File: config.mk
export PLATFORM = sky130hd
export DESIGN_NAME = circ_queue_ctrl
export DESIGN_NICKNAME = d
export VERILOG_FILES = /design/src/rtl/circ_queue_pkg.sv /design/src/rtl/queue_wrap_ptr.sv /design/src/rtl/circ_queue_ctrl.sv
export SDC_FILE = /design/constraint.sdc
export NUM_CORES = 2
export LEC_CHECK = 0
export CAP_MARGIN = 10
export CORE_ASPECT_RATIO = 1.2
export CORE_MARGIN = 1
export CORE_UTILIZATION = 40
export CTS_CLUSTER_SIZE = 20
export DETAILED_ROUTE_END_ITERATION = 16
export PLACE_DENSITY_LB_ADDON = 0.05
export SYNTH_ARGS = -nofsm -noshare
export SYNTH_HDL_FRONTEND = slang
export SYNTH_SLANG_ARGS = --single-unit
export TNS_END_PERCENT = 20
File: constraint.sdc
create_clock -name clk -period 6.2 [get_ports clk]
set_input_delay 0.93 -clock clk [delete_from_list [all_inputs] [get_ports clk]]
set_output_delay 0.93 -clock clk [all_outputs]
set_load 0.02 [all_outputs]
File: src/rtl/circ_queue_pkg.sv
// Shared types and helpers for the circular queue: wrap-pointer struct and advance function.
package circ_queue_pkg;

  // Widest supported index; module instances use the low PTR_W bits.
  localparam int PTR_MAX_W = 16;

  typedef struct packed {
    logic                 phase;
    logic [PTR_MAX_W-1:0] idx;
  } wrap_ptr_t;

  // Next {phase, index}: last slot wraps to 0 and flips phase, so depth need not be a power of two.
  function automatic wrap_ptr_t ptr_advance(input wrap_ptr_t cur, input int depth);
    wrap_ptr_t nxt;
    if (32'(cur.idx) == 32'(depth - 1)) begin
      nxt.phase = ~cur.phase;
      nxt.idx   = '0;
    end else begin
      nxt.phase = cur.phase;
      nxt.idx   = cur.idx + PTR_MAX_W'(1);
    end
    return nxt;
  endfunction

endpackage

File: src/rtl/queue_wrap_ptr.sv
// Phase + index wrap counter for the queue head or tail; clear wins over advance.
module queue_wrap_ptr
  import circ_queue_pkg::*;
#(
  parameter int DEPTH = 40,
  parameter int PTR_W = $clog2(DEPTH)
) (
  input  logic           clk,
  input  logic           rst,
  input  logic           clr,
  input  logic           adv,
  output logic [PTR_W:0] ptr
);

  wrap_ptr_t cur;
  wrap_ptr_t nxt;
  logic      unused_hi;

  always_comb begin
    // NOTE: every combinational output gets a default first, so no path can infer a latch.
    cur                = '0;
    cur.phase          = ptr[PTR_W];
    cur.idx[PTR_W-1:0] = ptr[PTR_W-1:0];
    nxt                = ptr_advance(cur, DEPTH);
  end

  // Upper index bits are always zero for this depth.
  assign unused_hi = ^nxt.idx[PTR_MAX_W-1:PTR_W];

  // NOTE: state is updated with non-blocking assignments so every flop samples pre-edge values.
  always_ff @(posedge clk) begin
    if (rst || clr) begin
      ptr <= '0;
    end else if (adv) begin
      ptr <= {nxt.phase, nxt.idx[PTR_W-1:0]};
    end
  end

endmodule

File: src/rtl/circ_queue_ctrl.sv
// Circular-buffer queue with valid/ready on both sides and any depth >= 2.
// Optional zero-latency empty-queue bypass when CIRC_QUEUE_BYPASS_EN is defined.
module circ_queue_ctrl
  import circ_queue_pkg::*;
#(
  parameter int DEPTH  = 40,
  parameter int DATA_W = 64,
  parameter int PTR_W  = $clog2(DEPTH),
  parameter int CNT_W  = $clog2(DEPTH + 1)
) (
  input  logic              clk,
  input  logic              rst,
  input  logic              flush_i,
  input  logic              enq_valid_i,
  output logic              enq_ready_o,
  input  logic [DATA_W-1:0] enq_data_i,
  output logic              deq_valid_o,
  input  logic              deq_ready_i,
  output logic [DATA_W-1:0] deq_data_o,
  output logic [PTR_W:0]    head_ptr_o,
  output logic [PTR_W:0]    tail_ptr_o,
  output logic [CNT_W-1:0]  count_o,
  output logic              full_o,
  output logic              empty_o
);

  localparam logic [CNT_W-1:0] DEPTH_CNT = CNT_W'(DEPTH);

  logic [DATA_W-1:0] mem [DEPTH];
  logic [PTR_W-1:0]  head_idx;
  logic [PTR_W-1:0]  tail_idx;
  logic              empty;
  logic              full;
  logic              enq_fire;
  logic              deq_fire;
  logic              mem_wr;
  logic              head_adv;

  assign head_idx = head_ptr_o[PTR_W-1:0];
  assign tail_idx = tail_ptr_o[PTR_W-1:0];

  assign empty = (head_ptr_o == tail_ptr_o);
  assign full  = (head_idx == tail_idx) && (head_ptr_o[PTR_W] != tail_ptr_o[PTR_W]);

  assign empty_o     = empty;
  assign full_o      = full;
  assign enq_ready_o = !full;

  assign enq_fire = enq_valid_i & enq_ready_o;
  assign deq_fire = deq_valid_o & deq_ready_i;

`ifdef CIRC_QUEUE_BYPASS_EN
  // An empty queue forwards the producer's entry; if taken, storage is left untouched.
  logic bypass;
  assign bypass      = empty & enq_valid_i;
  assign deq_valid_o = !flush_i && (!empty || enq_valid_i);
  assign deq_data_o  = bypass ? enq_data_i : mem[head_idx];
  assign mem_wr      = enq_fire && !flush_i && !(bypass && deq_ready_i);
  assign head_adv    = deq_fire && !flush_i && !bypass;
`else
  assign deq_valid_o = !empty;
  assign deq_data_o  = mem[head_idx];
  assign mem_wr      = enq_fire && !flush_i;
  assign head_adv    = deq_fire && !flush_i;
`endif

  queue_wrap_ptr #(.DEPTH(DEPTH), .PTR_W(PTR_W)) u_head_ptr (
    .clk (clk),
    .rst (rst),
    .clr (flush_i),
    .adv (head_adv),
    .ptr (head_ptr_o)
  );

  queue_wrap_ptr #(.DEPTH(DEPTH), .PTR_W(PTR_W)) u_tail_ptr (
    .clk (clk),
    .rst (rst),
    .clr (flush_i),
    .adv (mem_wr),
    .ptr (tail_ptr_o)
  );

  // NOTE: storage is deliberately not reset; pointers alone define which entries are valid.
  always_ff @(posedge clk) begin
    if (mem_wr) begin
      mem[tail_idx] <= enq_data_i;
    end
  end

  always_ff @(posedge clk) begin
    if (rst || flush_i) begin
      count_o <= '0;
    end else if (mem_wr && !head_adv) begin
      count_o <= count_o + CNT_W'(1);
    end else if (head_adv && !mem_wr) begin
      count_o <= count_o - CNT_W'(1);
    end
  end

`ifndef SYNTHESIS
  a_count_max: assert property (@(posedge clk) disable iff (rst) count_o <= DEPTH_CNT);
  a_no_enq_full: assert property (@(posedge clk) disable iff (rst) full |-> !mem_wr);
  a_no_deq_empty: assert property (@(posedge clk) disable iff (rst) empty |-> !head_adv);
`endif

endmodule

==> metrics list <==
* Run status: finished clean
- The number of antenna violations at the first check in global routing came to 19.
- The commonest cells after synthesis are edfxtp_1 (2560), mux4_2 (671), mux2i_1 (167), a21oi_1 (107), nor2_1 (92).
- Derived from the worst setup path, the maximum achievable clock frequency is 0.179 GHz.
* Remaining antenna violation count after routing: 0
- The setup path with the least slack is of type flop to output pin.
- In the final timing run, aggregate negative setup slack is 0 ps.
* Maximum single-stage delay on the critical path: 770 ps
- Cts-stage hold buffer count: 0
* Filler-free cell count of the finished design: 8052
* H-tree depth: 5
- Number of cells on the worst hold path: 2
- Number of buffers added for setup after CTS: 0
* Largest cells by area after synthesis: edfxtp_1 (78%), mux4_2 (15%), mux2i_1 (1.7%)
* Most repeated cell in the gate-level netlist after synthesis: edfxtp_1
* Wire length of the first global-routing pass: 384 mm
- Vert. Die Dim: 546 um
* Worst r2r src: u_tail_ptr.ptr[3]$_SDFFE_PP0P_
- Of the total synthesized cell area, the portion taken by full adders, half adders and majority gates is 0.00109.
- The hold violation total from the final report came to 0.
- Area fraction of the dominant cell type after synthesis: 0.778
- After the last flow step, the layout net total stands at 4710.
- By area, the combinational part of the netlist is dominated by multiplexers.
- Standby leakage power: 34.2 nW
- Pwr Density: 310 nW/um2
- In the synthesized netlist, the number of instances is 4219.
- At the end of routability-driven placement, the weighted congestion stood at 0.712.
* Routed length per placed instance: 34.3 um
- Detailed-route via count: 45763
- Summing every instance area after synthesis gives 98800 um2.
- Traced cell by cell, the critical path runs through nor2_1 -> nand2_2 -> buf_4 -> o22ai_1 -> a21oi_1 -> o21ai_1 -> clkdlybuf4s50_1.
- Each instance of the synthesized netlist takes up on average 23.4 um2.
- Cells resized by post-CTS repair: 0
- For this run, the register share of the synthesized area comes to 0.784.
* Die width: 456 um
- Vias per std cell: 5.68
* Post-route clock skew: 50.7 ps
- Cell type with the highest aggregate area in the netlist: edfxtp_1
* Peak fanout along the critical path: 20
* Detailed Place HPWL: 134 mm
* Actual slew at the worst max-slew pin: 1210 ps
- Initial standard-cell utilization of the core: 0.403
- The die covers 249000 um2.
* Mux share of post-synthesis cell area: 0.177
- In this run the count of I/O pins placed on the die edge is 157.
- The path with the worst hold slack has its endpoint at count_o[5]$_SDFFE_PP0P_.
- After layout, the worst setup slack is 628 ps.
- Peak supply drop: 0.210 mV
* Ratio of cells with drive above 1 in the final layout: 0.279
- Time the worst path needs with I/O delays and setup: 5570 ps
- Clock root buffer master: clkbuf_16
- After clock tree synthesis, the clock-pin slew on the worst setup and hold paths is 60 ps.
- Start point of the worst min-delay path: count_o[5]$_SDFFE_PP0P_
- Yosys printed 0 warnings.
* Clock Latency Late Sink: 840 ps
- Relative to the synthesized area, the layout overhead comes to 16.6%.
- Worst reg2reg setup slack: 2370 ps
- At the worst endpoint, the arrival time is 4640 ps.
- Number of clock sinks: 2586
- XOR/XNOR Fraction of Synth Area: 0.00133
- For this run, the total global-route usage over all layers was measured as 0.221.
- Count of state elements after synthesis: 2586
- The total count of max-transition violations in the final report was 0.
- Fraction of registers with async set or reset after synthesis: 0
- OpenSTA, run right after detailed placement, puts the worst setup slack at 1360 ps.
* Dominant synthesized flop cell: edfxtp_1
- On the critical path, the stage with the largest delay is an instance of nor2_1.
- Type of element capturing the critical path: output pin
* Setup repair after global routing missed its margin: false
- Startpoint type of the worst setup path: flop
- Min-Delay Path Class: flop to flop
- Buffers added on ports: 156
- Synthesized-area fraction occupied by ao, oa, aoi and oai cells: 0.0148
- The core region is 245000 um2.
- Counting flops with a built-in enable in the synthesized netlist gives 2560.
* Number of CTS-inserted buffers: 278
* R2R cell count: 7
- Setup violations remaining at the end of the flow were counted as 0.
* Required time worst endpoint: 5270 ps
- The worst register-to-register path ends at mem[38][57]$_DFFE_PP_.
- Synthesized net count: 4296
* Vias in the first global route: 48502
- GR Overflow Total: 0
* Row cnt: 199
- Slew margin rel.: 0.191
- TritonCTS built the clock tree.
- Post-Synth Simple-Gate Area: 0.0101
- The first TritonRoute pass finished after 5 iterations.
* Max clock buf depth: 4
* Initial detailed-routing violation count: 4455
- Max Cap Viol: 0
- In the finished design, the share of the clock period the worst path needs comes to 0.899.
* Number of distinct library cells after synthesis: 48
* Aggregate routed wire length: 276 mm
* Number of placed cells counting well taps: 7523
- Post-route DRC: 0
- Fill cells in the final layout number 20077.
- Largest net degree at the start of global routing: 74
flip-flops by register name, indices dropped and copies added, names as in the netlist, named ones only:
register and flops:
u_tail_ptr.ptr 7, u_head_ptr.ptr 7, count_o 6, mem 2560
per-layer routing:
| metal | wire [um] | GRT usage | vias up |
|---|---|---|---|
| met4 | 4790 | 0.0434 | 8 |
| li1 | - | - | 18889 |
| met3 | 12400 | 0.0300 | 359 |
| met2 | 143000 | 0.386 | 1143 |
| met1 | 116000 | 0.298 | 25364 |
| met5 | 50 | 0 | - |
cell usage in the layout (no fill, tap or decap), types with 7 or more instances in the layout:
master           instances
buf_16                  31
nor2_1                  51
inv_1                    7
o21ai_0                  8
xnor2_1                 10
dfxtp_1                 20
clkbuf_1                74
mux4_2                 671
clkdlybuf4s50_1        153
or3_1                   11
ha_1                     7
clkbuf_16              296
clkinv_1                61
edfxtp_1              2560
o211ai_1                33
a21oi_1                107
o21ai_1                 30
buf_4                   92
o22ai_1                 59
nand2_1                 46
mux2_2                  63
nand3_1                 36
clkinv_2                34
buf_12                  72
bufinv_16               12
mux2i_1                167
nor2_4                  41
how the worst max path moves through the flow:
stage,from,endpoint
after floorplan,flush_i,mem[38][0]$_DFFE_PP_
after global placement,flop,deq_data_o[26]
after detailed placement,flop,deq_data_o[26]
after CTS,flop,deq_data_o[26]
after global routing,flop,deq_data_o[26]
final,flop,deq_data_o[26]
power by group:
part | internal (W) | switching, W | total [W]
clock network | 0.00897 | 0.00667 | 0.0156
logic | 0.000324 | 0.000463 | 0.000787
registers | 0.0192 | 0.0000119 | 0.0192
cells by family (layout without fill, tap and decap cells):
kind of cell	after synthesis	after routing
mux	901	901
compound gates	252	252
xor+xnor	15	15
buf+inv	239	853
flops	2586	2586
simple gates	218	218
other cells	0	3
fa+ha+maj	8	8
worst max-delay path: cells and delay by family (launching register included):
family | cells | cell delay (ps)
flops | 1 | 490
buf+inv | 2 | 1180
compound gates | 3 | 600
simple gates | 2 | 1500
area by class of cell:
cell class	count	area, um2	area share
Tap cell	3216	4020	0.0349
Multi-Input combinational cell	1394	20500	0.178
Sequential cell	2586	77400	0.672
Clock buffer	362	7470	0.0649
Timing Repair Buffer	366	4850	0.0421
Antenna cell	3	7.51	0.0000652
Clock inverter	118	870	0.00755
Inverter	7	26.3	0.000228
stage by stage:
stage / total power, W / instance area, um2 / util / hold slack, ps
global placement: 0.0203 / 106000 / 0.431 / 472
global route: 0.0368 / 115000 / 0.470 / 522
CTS: 0.0360 / 114000 / 0.465 / 488
detailed placement: 0.0203 / 106000 / 0.431 / 479
finish: 0.0357 / 115000 / 0.470 / 482
floorplan: 0.0199 / 98800 / - / 539
Power figures use the tool's default switching activity.
